==> config.mk <==
export PLATFORM = sky130hd
export DESIGN_NAME = pipe_mem_stage
export DESIGN_NICKNAME = d
export VERILOG_FILES = /design/src/rtl/pipe_pkg.sv /design/src/rtl/load_extend.sv /design/src/rtl/pipe_mem_stage.sv
export SDC_FILE = /design/constraint.sdc
export NUM_CORES = 1
export LEC_CHECK = 0
export CORE_AREA = 2 2 151 153
export CTS_CLUSTER_SIZE = 12
export DETAILED_ROUTE_END_ITERATION = 10
export DIE_AREA = 0 0 153 155
export GPL_ROUTABILITY_DRIVEN = 0
export GPL_TIMING_DRIVEN = 1
export PLACE_DENSITY_LB_ADDON = 0.3
export SLEW_MARGIN = 25
export SYNTH_ARGS = -nofsm -noshare
export SYNTH_HDL_FRONTEND = slang
export SYNTH_SLANG_ARGS = --single-unit
==> constraint.sdc <==
create_clock -name clk -period 5.2 [get_ports clk]
set_input_delay 1.04 -clock clk [delete_from_list [all_inputs] [get_ports clk]]
set_output_delay 1.04 -clock clk [all_outputs]
set_load 0.005 [all_outputs]
==> src/rtl/pipe_pkg.sv <==
// ---------------------------------------------------------------------------
// pipe_pkg
// Shared definitions for the MIPS pipeline memory stage:
//   - one-hot access-size encodings (DT_BYTE / DT_HALF / DT_WORD)
//   - mem_state_t, the memory-handshake FSM states
//   - default ack timeout and the width of the wait counter
//   - size_valid(): true when a data_type value selects a real access
// ---------------------------------------------------------------------------
package pipe_pkg;

  localparam logic [3:0] DT_BYTE = 4'b0001;
  localparam logic [3:0] DT_HALF = 4'b0010;
  localparam logic [3:0] DT_WORD = 4'b0100;

  typedef enum logic {
    MS_IDLE = 1'b0,
    MS_WAIT = 1'b1
  } mem_state_t;

  // Ack wait budget in cycles; legal range 2..255, so 8 counter bits suffice.
  localparam int TIMEOUT_DEFAULT = 16;
  localparam int CNT_W           = 8;

  function automatic logic size_valid(input logic [3:0] data_type);
    return (data_type == DT_BYTE) || (data_type == DT_HALF) || (data_type == DT_WORD);
  endfunction

endpackage

==> src/rtl/load_extend.sv <==
// ---------------------------------------------------------------------------
// load_extend
// Combinational load-data formatter: picks the addressed byte or halfword
// lane out of the 32-bit read word and sign- or zero-extends it.
// Ports:
//   rdata      in  32  raw word from the data bus
//   addr       in  2   byte offset within the word
//   data_type  in  4   one-hot access size (DT_BYTE / DT_HALF / DT_WORD)
//   cbw_sign   in  1   sign-extend a byte load
//   chw_sign   in  1   sign-extend a halfword load
//   result     out 32  formatted load value
// ---------------------------------------------------------------------------
module load_extend
  import pipe_pkg::*;
(
  input  logic [31:0] rdata,
  input  logic [1:0]  addr,
  input  logic [3:0]  data_type,
  input  logic        cbw_sign,
  input  logic        chw_sign,
  output logic [31:0] result
);

  logic [7:0]  byte_lane;
  logic [15:0] half_lane;

  // Halfword lane uses addr[1] only; addr[0] is ignored for halves.
  assign byte_lane = rdata[{addr, 3'b000} +: 8];
  assign half_lane = addr[1] ? rdata[31:16] : rdata[15:0];

  always_comb begin
    // NOTE: every always_comb output gets a default first so no path can infer a latch.
    result = rdata;
    case (data_type)
      DT_BYTE: result = cbw_sign ? {{24{byte_lane[7]}}, byte_lane} : {24'h0, byte_lane};
      DT_HALF: result = chw_sign ? {{16{half_lane[15]}}, half_lane} : {16'h0, half_lane};
      default: result = rdata;
    endcase
  end

endmodule

==> src/rtl/pipe_mem_stage.sv <==
// ---------------------------------------------------------------------------
// pipe_mem_stage
// MEM stage of the five-stage MIPS pipeline. Drives the data-memory bus from
// the EX/MEM register outputs (byte-lane steering, byte enables, req/ack with
// wait states and a timeout), formats load data, and registers the result into
// MEM/WB. stall holds the upstream stages while an access is outstanding.
//
// Optional feature: define MEM_ALIGN_CHECK_EN to reject misaligned halfword /
// word accesses (no request, one-cycle mem_err, bubble into MEM/WB).
//
// Ports:
//   clk, rst                        clock; asynchronous active-high reset
//   D_*                             EX/MEM register outputs (size, sign, data,
//                                   address, RF and HI/LO write controls)
//   dmem_req/we/addr/be/wdata       data-memory request bus
//   dmem_rdata, dmem_ack            data-memory response
//   stall                           hold IF..EX/MEM this cycle
//   mem_err                         one-cycle pulse on timeout or misalignment
//   W_*                             MEM/WB register outputs
// ---------------------------------------------------------------------------
module pipe_mem_stage
  import pipe_pkg::*;
#(
  parameter int TIMEOUT = TIMEOUT_DEFAULT
)
(
  input  logic        clk,
  input  logic        rst,
  input  logic        D_DMEM_wena,
  input  logic [3:0]  D_data_type,
  input  logic        D_CBW_sign,
  input  logic        D_CHW_sign,
  input  logic        D_mux_rf_DMEM,
  input  logic [31:0] D_rf_rdata2,
  input  logic        D_rf_wena,
  input  logic [4:0]  D_rf_waddr,
  input  logic        D_hi_ena,
  input  logic [31:0] D_hi_idata,
  input  logic        D_lo_ena,
  input  logic [31:0] D_lo_idata,
  input  logic [31:0] D_alu_out,
  input  logic [31:0] D_exe_out,
  output logic        dmem_req,
  output logic        dmem_we,
  output logic [31:0] dmem_addr,
  output logic [3:0]  dmem_be,
  output logic [31:0] dmem_wdata,
  input  logic [31:0] dmem_rdata,
  input  logic        dmem_ack,
  output logic        stall,
  output logic        mem_err,
  output logic        W_rf_wena,
  output logic [4:0]  W_rf_waddr,
  output logic [31:0] W_rf_wdata,
  output logic        W_hi_ena,
  output logic [31:0] W_hi_idata,
  output logic        W_lo_ena,
  output logic [31:0] W_lo_idata
);

  localparam logic [CNT_W-1:0] TIMEOUT_CNT = CNT_W'(TIMEOUT);

  mem_state_t       state, state_next;
  logic [CNT_W-1:0] cnt, cnt_next;

  logic        access;
  logic        misalign;
  logic        timeout_hit;
  logic        abort;
  logic        complete;
  logic [31:0] load_data;

  assign access = (D_DMEM_wena | D_mux_rf_DMEM) & size_valid(D_data_type);

`ifdef MEM_ALIGN_CHECK_EN
  assign misalign = access &
                    (((D_data_type == DT_HALF) & D_alu_out[0]) |
                     ((D_data_type == DT_WORD) & (D_alu_out[1:0] != 2'b00)));
`else
  assign misalign = 1'b0;
`endif

  // Ack in the TIMEOUT cycle wins over the abort.
  assign timeout_hit = (state == MS_WAIT) & access & ~dmem_ack & (cnt == TIMEOUT_CNT);
  assign abort       = timeout_hit | misalign;
  assign complete    = access & ~misalign & dmem_ack;

  // ---- bus drive ---------------------------------------------------------
  assign dmem_req  = access & ~misalign & ~rst;
  assign dmem_we   = dmem_req & D_DMEM_wena;
  assign dmem_addr = {D_alu_out[31:2], 2'b00};

  always_comb begin
    dmem_be    = 4'b0000;
    dmem_wdata = D_rf_rdata2;
    case (D_data_type)
      DT_BYTE: begin
        dmem_be    = 4'b0001 << D_alu_out[1:0];
        dmem_wdata = {4{D_rf_rdata2[7:0]}};
      end
      DT_HALF: begin
        dmem_be    = D_alu_out[1] ? 4'b1100 : 4'b0011;
        dmem_wdata = {2{D_rf_rdata2[15:0]}};
      end
      DT_WORD: begin
        dmem_be    = 4'b1111;
        dmem_wdata = D_rf_rdata2;
      end
      default: ;
    endcase
  end

  assign stall   = access & ~dmem_ack & ~abort;
  assign mem_err = abort & ~rst;

  // ---- handshake FSM -------------------------------------------------------
  always_ff @(posedge clk or posedge rst) begin
    // NOTE: sequential state is written with non-blocking assignments only.
    if (rst) begin
      state <= MS_IDLE;
      cnt   <= '0;
    end else begin
      state <= state_next;
      cnt   <= cnt_next;
    end
  end

  always_comb begin
    state_next = state;
    cnt_next   = cnt;
    case (state)
      MS_IDLE: begin
        if (access && !misalign && !dmem_ack) begin
          state_next = MS_WAIT;
          cnt_next   = CNT_W'(1);
        end
      end
      MS_WAIT: begin
        // Leaving on a withdrawn access is defensive; upstream is held by stall.
        if (!access || dmem_ack || timeout_hit) begin
          state_next = MS_IDLE;
          cnt_next   = '0;
        end else begin
          cnt_next = cnt + CNT_W'(1);
        end
      end
      default: begin
        state_next = MS_IDLE;
        cnt_next   = '0;
      end
    endcase
  end

  // ---- load formatting -----------------------------------------------------
  load_extend u_load_extend (
    .rdata     (dmem_rdata),
    .addr      (D_alu_out[1:0]),
    .data_type (D_data_type),
    .cbw_sign  (D_CBW_sign),
    .chw_sign  (D_CHW_sign),
    .result    (load_data)
  );

  // ---- MEM/WB register -----------------------------------------------------
  always_ff @(posedge clk or posedge rst) begin
    if (rst) begin
      W_rf_wena  <= 1'b0;
      W_rf_waddr <= '0;
      W_rf_wdata <= '0;
      W_hi_ena   <= 1'b0;
      W_hi_idata <= '0;
      W_lo_ena   <= 1'b0;
      W_lo_idata <= '0;
    end else if (!access || complete) begin
      W_rf_wena  <= D_rf_wena;
      W_rf_waddr <= D_rf_waddr;
      W_rf_wdata <= (access && D_mux_rf_DMEM) ? load_data : D_exe_out;
      W_hi_ena   <= D_hi_ena;
      W_hi_idata <= D_hi_idata;
      W_lo_ena   <= D_lo_ena;
      W_lo_idata <= D_lo_idata;
    end else begin
      // NOTE: a bubble clears only the write enables; data fields keep their old values.
      W_rf_wena <= 1'b0;
      W_hi_ena  <= 1'b0;
      W_lo_ena  <= 1'b0;
    end
  end

endmodule

==> tab_implementation.tex, run 1 <==
\begin{tabular}{lr}
\hline
Metric & Value \\
\hline
\multicolumn{2}{l}{\textbf{Run status}} \\
Result of the run & complete, no violations \\
\multicolumn{2}{l}{\textbf{Die}} \\
Area of the die & 23,700 µm² \\
Core area & 22,200 µm² \\
Number of top-level pins & 387 \\
Total number of placement rows & 55 \\
Die width & 153 µm \\
Die boundary height & 155 µm \\
Initial core utilization & 0.270 \\
\multicolumn{2}{l}{\textbf{Critical path}} \\
R2R Path Start & cnt[0] \\
Worst reg2reg setup slack & 3.20 ns \\
Startpoint type of the worst setup path & input pin \\
CP most frequent cell & sky130\_fd\_sc\_hd\_\_clkdlybuf4s50\_1 \\
Slowest cell on the critical path & sky130\_fd\_sc\_hd\_\_clkdlybuf4s50\_1 \\
Capturing element type of the critical path & primary output \\
Crit Reg-Reg Endpoint & cnt[4] \\
Data required time at the worst endpoint & 4.16 ns \\
Classification of the worst setup path & input pin to primary output \\
Critical Path, Cell by Cell & clkdlybuf4s50\_1 > nand2b\_1 > a211o\_1 > mux2\_2 > clkdlybuf4s50\_1 \\
Critical path peak fanout & 24 \\
Worst Reg2Reg Path Length in Cells & 7 \\
Slowest Stage Delay on Critical Path & 0.72 ns \\
Data arrival time at the worst-slack endpoint & 3.56 ns \\
\multicolumn{2}{l}{\textbf{CTS}} \\
Maximum count of clock buffers along a single path & 2 \\
Post-CTS Resized & 0 \\
Post-CTS Hold Buffers & 0 \\
Number of buffers created by CTS & 17 \\
Latest clock arrival within the worst-skew pair & 0.41 ns \\
H-Tree Depth & 4 \\
Clk pin slew, worst setup/hold paths & 0.05 ns \\
Cell at the root of the clock tree & sky130\_fd\_sc\_hd\_\_clkbuf\_16 \\
Count of buffers added by post-CTS timing repair for setup & 0 \\
TritonCTS clock tree & built \\
Clock sink count & 113 \\
\multicolumn{2}{l}{\textbf{Place}} \\
Number of buffers added on ports & 324 \\
Post-Place Worst Slack & 0.574 ns \\
Detailed placer's ending HPWL & 16,700 µm \\
\multicolumn{2}{l}{\textbf{Routing}} \\
Number of DRC violations after detailed routing & 0 \\
Average vias per placed instance & 4.72 \\
M1 wire length & 9320 µm \\
DRT Wirelength & 22,300 µm \\
Violation count after the first detailed-route iteration & 356 \\
Met3 wirelength from detailed routing & 1470 µm \\
Uppermost signal routing layer after detailed routing & met4 \\
Met2 Routed Length & 10,600 µm \\
DR vias & 6,088 \\
Routed wire per std cell & 17.3 µm \\
DR pass1 iterations & 7 \\
Remaining antenna violation count & 0 \\
\multicolumn{2}{l}{\textbf{Power and ir drop}} \\
Power Dens Cells & 275 nW/µm² \\
Portion of total power attributed to combinational logic & 0.211 \\
Total internal power & 1.99 mW \\
Worst IR Drop VDD & 196 µV \\
Clock power frac & 0.421 \\
Fraction of power spent switching nets & 0.263 \\
Psw & 0.710 mW \\
Leakage component of the power & 4.25 nW \\
Sequential group share of total power & 0.367 \\
\multicolumn{2}{l}{\textbf{Synthesis}} \\
Most numerous cell types in the synthesized netlist & sky130\_fd\_sc\_hd\_\_nand2\_1, sky130\_fd\_sc\_hd\_\_dfrtp\_1, sky130\_fd\_sc\_hd\_\_a21oi\_1 \\
Fraction of the yosys area taken by sequential cells & 0.471 \\
Top cell type by total area after synthesis & sky130\_fd\_sc\_hd\_\_dfrtp\_1 \\
Synthesized netlist cell count & 720 \\
Async SR Flop Fraction & 1.00 \\
Post-Syn Area & 6010 µm² \\
Ys Warns & 0 \\
\#FFs+latches synth & 113 \\
Top cells by area in the synthesized netlist & sky130\_fd\_sc\_hd\_\_dfrtp\_1, sky130\_fd\_sc\_hd\_\_nand2\_1, sky130\_fd\_sc\_hd\_\_buf\_4 \\
Number of enable flip-flop cells after synthesis & 0 \\
Mean area per synthesized cell & 8.35 µm² \\
Synth unique cells & 54 \\
Top-count cell post-synth & sky130\_fd\_sc\_hd\_\_nand2\_1 \\
Most used flip-flop cell after synthesis & sky130\_fd\_sc\_hd\_\_dfrtp\_1 \\
Fraction of synthesized cell area taken by the top area cell type & 0.471 \\
\multicolumn{2}{l}{\textbf{Min path}} \\
Hold Crit Class & flop to flop \\
Cell depth of the worst min-delay path & 2 \\
Startpoint of the most critical hold path & W\_hi\_idata[14] \\
Capture endpoint of the worst hold path & W\_hi\_idata[14] \\
\multicolumn{2}{l}{\textbf{Global routing}} \\
GR Util All Layers & 0.182 \\
Largest net degree at the start of global routing & 91 \\
First-pass GRT wire length & 33,800 µm \\
Overflow left after global routing & 0 \\
Via count of the first global-routing pass & 6,011 \\
Number of antenna violations at the first check in global routing & 1 \\
\multicolumn{2}{l}{\textbf{Timing}} \\
Worst Max-Slew Pin Slew & 0.881 ns \\
Final clock period utilization by the worst path & 0.884 \\
Final Critical Period & 4.60 ns \\
Final Hold Viols & 0 \\
Final setup skew & 0.00557 ns \\
Minimum hold slack & 0.462 ns \\
Slack of the critical path & 0.602 ns \\
Max-slew violations & 0 \\
RSZ-0062 raised after global routing & no \\
Max-slew headroom at the worst pin & 0.413 \\
Setup TNS & 0 ns \\
FMAX & 0.217 GHz \\
Number of setup violations in the final report & 0 \\
\multicolumn{2}{l}{\textbf{Flow run}} \\
Number of max-capacitance violations reported & 0 \\
\multicolumn{2}{l}{\textbf{Finish}} \\
Nets & 1,205 \\
Layout cell share with drive strength beyond 1 & 0.0677 \\
Area growth from synthesis to layout & 63.0\% \\
Filler cells & 2,218 \\
Area occupied by registers & 2830 µm² \\
Area occupied by multi-input gates & 2650 µm² \\
\hline
\end{tabular}
-- flip-flops by register name, summed over array words and instances, names as in the netlist --
| register | count |
|---|---|
| W_rf_waddr | 5 |
| W_hi_ena | 1 |
| W_rf_wdata | 32 |
| state | 1 |
| W_hi_idata | 32 |
| W_rf_wena | 1 |
| cnt | 8 |
| W_lo_ena | 1 |
| W_lo_idata | 32 |
-- layout by cell type (no fill, tap or decap), types with 4 or more instances in the layout --
cell type,netlist,routed
sky130_fd_sc_hd__clkinv_2,0,4
sky130_fd_sc_hd__and3_1,5,5
sky130_fd_sc_hd__o22ai_1,35,35
sky130_fd_sc_hd__dfrtp_1,113,113
sky130_fd_sc_hd__nor3b_1,4,4
sky130_fd_sc_hd__nor3_1,10,10
sky130_fd_sc_hd__buf_4,45,11
sky130_fd_sc_hd__clkdlybuf4s50_1,0,324
sky130_fd_sc_hd__nand3_1,4,4
sky130_fd_sc_hd__clkbuf_16,0,17
sky130_fd_sc_hd__o2bb2ai_1,9,9
sky130_fd_sc_hd__a211oi_1,10,10
sky130_fd_sc_hd__a211oi_2,5,5
sky130_fd_sc_hd__a21oi_1,50,50
sky130_fd_sc_hd__o21ai_0,20,20
sky130_fd_sc_hd__mux2_2,8,8
sky130_fd_sc_hd__and2_1,3,4
sky130_fd_sc_hd__nor2b_1,10,10
sky130_fd_sc_hd__inv_1,7,6
sky130_fd_sc_hd__nor2_1,28,28
sky130_fd_sc_hd__mux2i_1,8,8
sky130_fd_sc_hd__nand2_1,267,266
-- worst max-delay path: cells and delay by family --
family	cells	cell delay, ns
AND/OR/NAND/NOR	1	0.20
buffers and inverters	2	1.18
AO/OA/AOI/OAI	1	0.71
multiplexers	1	0.41
-- through the flow --
stage	instance area, µm²	util	power [mW]	cells
4_1_cts	9790	0.440	2.74	1290
3_5_place_dp	9220	0.415	1.58	1258
3_3_place_gp	9220	0.415	1.57	1258
6_report	9800	0.441	2.70	1291
2_1_floorplan	6010	-	1.21	721
5_1_grt	9800	0.441	2.82	1291
-- how the worst max path moves through the flow --
stage                        start        endpoint  slack (ns)  cells after the start
finish              D_data_type[0]  dmem_wdata[22]        0.60                      5
global route        D_data_type[0]  dmem_wdata[22]        0.44                      5
CTS                 D_data_type[0]  dmem_wdata[22]        0.57                      5
detailed placement  D_data_type[0]  dmem_wdata[22]        0.57                      5
global placement    D_data_type[0]  dmem_wdata[22]        0.65                      5
floorplan                      rst         dmem_we        0.35                      2
-- layer usage --
layer,vias to the layer above,track usage
met5,-,0
met4,0,0.0952
met3,57,0.0415
met2,260,0.297
met1,2841,0.227
li1,2930,-
-- power groups by stage --
stage	Clock (mW)	Combinational [mW]	Sequential [mW]
3_3_place_gp	0	0.571	1.00
2_1_floorplan	0	0.206	1.01
5_1_grt	1.20	0.618	1.00
6_report	1.14	0.570	0.991
3_5_place_dp	0	0.575	1.01
4_1_cts	1.17	0.577	0.991
-- logic make-up after synthesis --
kind of cell / Yosys count / share of synthesized area
AO/OA/AOI/OAI: 147 / 0.157
XOR/XNOR: 3 / 0.00437
adder cells (fa/ha/maj): 2 / 0.00416
buffers and inverters: 92 / 0.0914
flip-flops: 113 / 0.471
multiplexers: 17 / 0.0321
other: 1 / 0.000624
AND/OR/NAND/NOR: 345 / 0.239
-- area by class of cell --
class / instances / area share
flip-flops and latches: 113 / 0.289
repair buffers: 337 / 0.343
clock buffers: 20 / 0.0476
well taps: 285 / 0.0364
clock inverters: 12 / 0.0110
multi-input cells: 516 / 0.270
diodes: 1 / 0.000255
inverters: 7 / 0.00294
Note: power is estimated with default switching activity, not from simulation.
==> run 2: changes to the inputs <==
--- a/config.mk
+++ b/config.mk
@@ -5,6 +5,7 @@
 export SDC_FILE = /design/constraint.sdc
 export NUM_CORES = 1
 export LEC_CHECK = 0
+export ABC_CLOCK_PERIOD_IN_PS = 4800
 export CORE_AREA = 2 2 151 153
 export CTS_CLUSTER_SIZE = 12
 export DETAILED_ROUTE_END_ITERATION = 10
==> constraint.sdc (replaced) <==
create_clock -name clk -period 4.8 [get_ports clk]
set_input_delay 0.96 -clock clk [delete_from_list [all_inputs] [get_ports clk]]
set_output_delay 0.96 -clock clk [all_outputs]
set_load 0.005 [all_outputs]
==> run 2 against run 1 <==
Via count decreased by 2.2%. First-iteration DRC count increased by 9.3%. Die area unchanged. Hold slack got worse by 0.0013 ns. Worst setup slack got worse by 0.22 ns. Clock power increased by 11%. Critical path depth increased by 2. Clock skew decreased by 0.0037 ns. Sequential share of layout area decreased by 0.088 points. Wire length decreased by 1.5%. Critical path type unchanged. Critical endpoint is now mem_err. Largest power group unchanged.
==> tab_implementation.tex, run 2 (synthesized netlist as in run 1, its figures left out) <==
\begin{tabular}{lr}
\hline
Metric & Value \\
\hline
\multicolumn{2}{l}{\textbf{Routing}} \\
Violation count after the first detailed-route iteration & 389 \\
Number of DRC violations after detailed routing & 0 \\
DR vias & 5,954 \\
Routed wire per std cell & 17.0 µm \\
Remaining antenna violation count & 0 \\
DRT Wirelength & 22,000 µm \\
Average vias per placed instance & 4.61 \\
DR pass1 iterations & 4 \\
\multicolumn{2}{l}{\textbf{CTS}} \\
Cell at the root of the clock tree & sky130\_fd\_sc\_hd\_\_clkbuf\_16 \\
Latest clock arrival within the worst-skew pair & 0.41 ns \\
Clk pin slew, worst setup/hold paths & 0.05 ns \\
Post-CTS Resized & 0 \\
TritonCTS clock tree & built \\
Maximum count of clock buffers along a single path & 2 \\
Clock sink count & 113 \\
H-Tree Depth & 4 \\
Count of buffers added by post-CTS timing repair for setup & 0 \\
Post-CTS Hold Buffers & 0 \\
Number of buffers created by CTS & 17 \\
\multicolumn{2}{l}{\textbf{Critical path}} \\
Critical path peak fanout & 16 \\
Classification of the worst setup path & input pin to primary output \\
Startpoint type of the worst setup path & input pin \\
Crit path from & D\_data\_type[0] \\
Data required time at the worst endpoint & 3.84 ns \\
Capturing element type of the critical path & primary output \\
Data arrival time at the worst-slack endpoint & 3.46 ns \\
R2R Path Start & cnt[0] \\
\multicolumn{2}{l}{\textbf{Timing}} \\
Final setup skew & 0.00189 ns \\
Max-slew headroom at the worst pin & 0.413 \\
Slack of the critical path & 0.380 ns \\
Setup TNS & 0 ns \\
Number of setup violations in the final report & 0 \\
RSZ-0062 raised after global routing & no \\
Final clock period utilization by the worst path & 0.921 \\
Final Hold Viols & 0 \\
FMAX & 0.226 GHz \\
Final Critical Period & 4.42 ns \\
Max-slew violations & 0 \\
Worst Max-Slew Pin Slew & 0.881 ns \\
\multicolumn{2}{l}{\textbf{Finish}} \\
Area growth from synthesis to layout & 63.5\% \\
Commonest cells after routing, fill and taps aside & sky130\_fd\_sc\_hd\_\_clkdlybuf4s50\_1, sky130\_fd\_sc\_hd\_\_nand2\_1, sky130\_fd\_sc\_hd\_\_dfrtp\_1, sky130\_fd\_sc\_hd\_\_a21oi\_1, sky130\_fd\_sc\_hd\_\_o22ai\_1 \\
Leading registers by flop count & W\_hi\_idata x32, W\_lo\_idata x32, W\_rf\_wdata x32 \\
Most common library cell in the layout ignoring fill and taps & sky130\_fd\_sc\_hd\_\_clkdlybuf4s50\_1 \\
Nets & 1,207 \\
Layout cell share with drive strength beyond 1 & 0.0695 \\
Filler cells & 2,227 \\
Post-route non-filler standard cell count & 1,292 \\
Number of antenna repair diodes & 0 \\
\multicolumn{2}{l}{\textbf{Place}} \\
Detailed placer's ending HPWL & 16,700 µm \\
Placed cell count & 1,260 \\
Post-Place Worst Slack & 0.390 ns \\
Number of buffers added on ports & 324 \\
\multicolumn{2}{l}{\textbf{Power and ir drop}} \\
Power Dens Cells & 301 nW/µm² \\
Leakage component of the power & 4.27 nW \\
Worst IR Drop VDD & 209 µV \\
\multicolumn{2}{l}{\textbf{Flow run}} \\
Number of max-capacitance violations reported & 0 \\
\multicolumn{2}{l}{\textbf{Global routing}} \\
Largest net degree at the start of global routing & 65 \\
First-pass GRT wire length & 34,100 µm \\
Number of antenna violations at the first check in global routing & 0 \\
Via count of the first global-routing pass & 5,826 \\
GR Util All Layers & 0.183 \\
Overflow left after global routing & 0 \\
\multicolumn{2}{l}{\textbf{Run status}} \\
Result of the run & complete, no violations \\
\multicolumn{2}{l}{\textbf{Min path}} \\
Hold Crit Class & flop to flop \\
Startpoint of the most critical hold path & W\_lo\_idata[20] \\
\multicolumn{2}{l}{\textbf{Die}} \\
Initial core utilization & 0.270 \\
Total number of placement rows & 55 \\
Die width & 153 µm \\
Area of the die & 23,700 µm² \\
Number of top-level pins & 387 \\
Die boundary height & 155 µm \\
Core area & 22,200 µm² \\
\hline
\end{tabular}
==> run 2: changes by cell type in the layout (fill, tap and decap cells not counted) <==
cell                        delta
sky130_fd_sc_hd__clkbuf_8      -1
sky130_fd_sc_hd__clkbuf_1      +1
sky130_fd_sc_hd__clkinv_2      -1
sky130_fd_sc_hd__nor4bb_2      +1
sky130_fd_sc_hd__and2_1        -1
sky130_fd_sc_hd__diode_2       -1
sky130_fd_sc_hd__buf_4         +3
sky130_fd_sc_hd__buf_6         -1
sky130_fd_sc_hd__nor4bb_1      -1
sky130_fd_sc_hd__bufinv_16     +1
sky130_fd_sc_hd__and2_0        +1
==> run 2: metrics by stage <==
step | hold WS [ns] | total power [mW] | util | area, µm²
2_1_floorplan | 0.461 | 1.32 | - | 6010
3_3_place_gp | 0.449 | 1.71 | 0.415 | 9230
3_5_place_dp | 0.454 | 1.71 | 0.416 | 9240
4_1_cts | 0.467 | 3.00 | 0.442 | 9830
5_1_grt | 0.485 | 3.10 | 0.442 | 9830
6_report | 0.460 | 2.96 | 0.442 | 9830
==> run 2: final cells by class <==
type | instances | area [µm²] | share of cell area
Sequential cell | 113 | 2830 | 0.288
Inverter | 7 | 28.8 | 0.00293
Tap cell | 285 | 357 | 0.0363
Timing Repair Buffer | 339 | 3370 | 0.343
Multi-Input combinational cell | 516 | 2660 | 0.270
Clock inverter | 12 | 133 | 0.0135
Clock buffer | 20 | 457 | 0.0465
==> run 2: report_power, final <==
group | switching, mW | internal, mW
clock network | 0.477 | 0.793
logic | 0.245 | 0.371
registers | 0.0427 | 1.03
==> run 2: critical path, cell delays in order <==
cell                              delay (ns)
sky130_fd_sc_hd__clkdlybuf4s50_1        0.70
sky130_fd_sc_hd__buf_4                  0.31
sky130_fd_sc_hd__nor2b_1                0.33
sky130_fd_sc_hd__a22o_1                 0.34
sky130_fd_sc_hd__nand2_4                0.09
sky130_fd_sc_hd__nor3_1                 0.17
sky130_fd_sc_hd__clkdlybuf4s50_1        0.53
==> run 2: worst paths after layout <==
check | end | slack, ns | cells after the start
min in group asynchronous | cnt[2] | 1.13 | 3
hold reg to reg | W_lo_idata[20] | 0.46 | 2
max in group asynchronous | W_rf_wdata[7] | 2.35 | 4
setup reg to reg | cnt[4] | 2.78 | 7
hold / removal | W_lo_idata[20] | 0.46 | 2
setup / recovery | mem_err | 0.38 | 7
==> run 2: routing by layer <==
metal  part of all wire  GRT usage
met5                  0          0
met4              0.036     0.0833
met3              0.066     0.0404
met2               0.48      0.298
met1               0.42      0.233
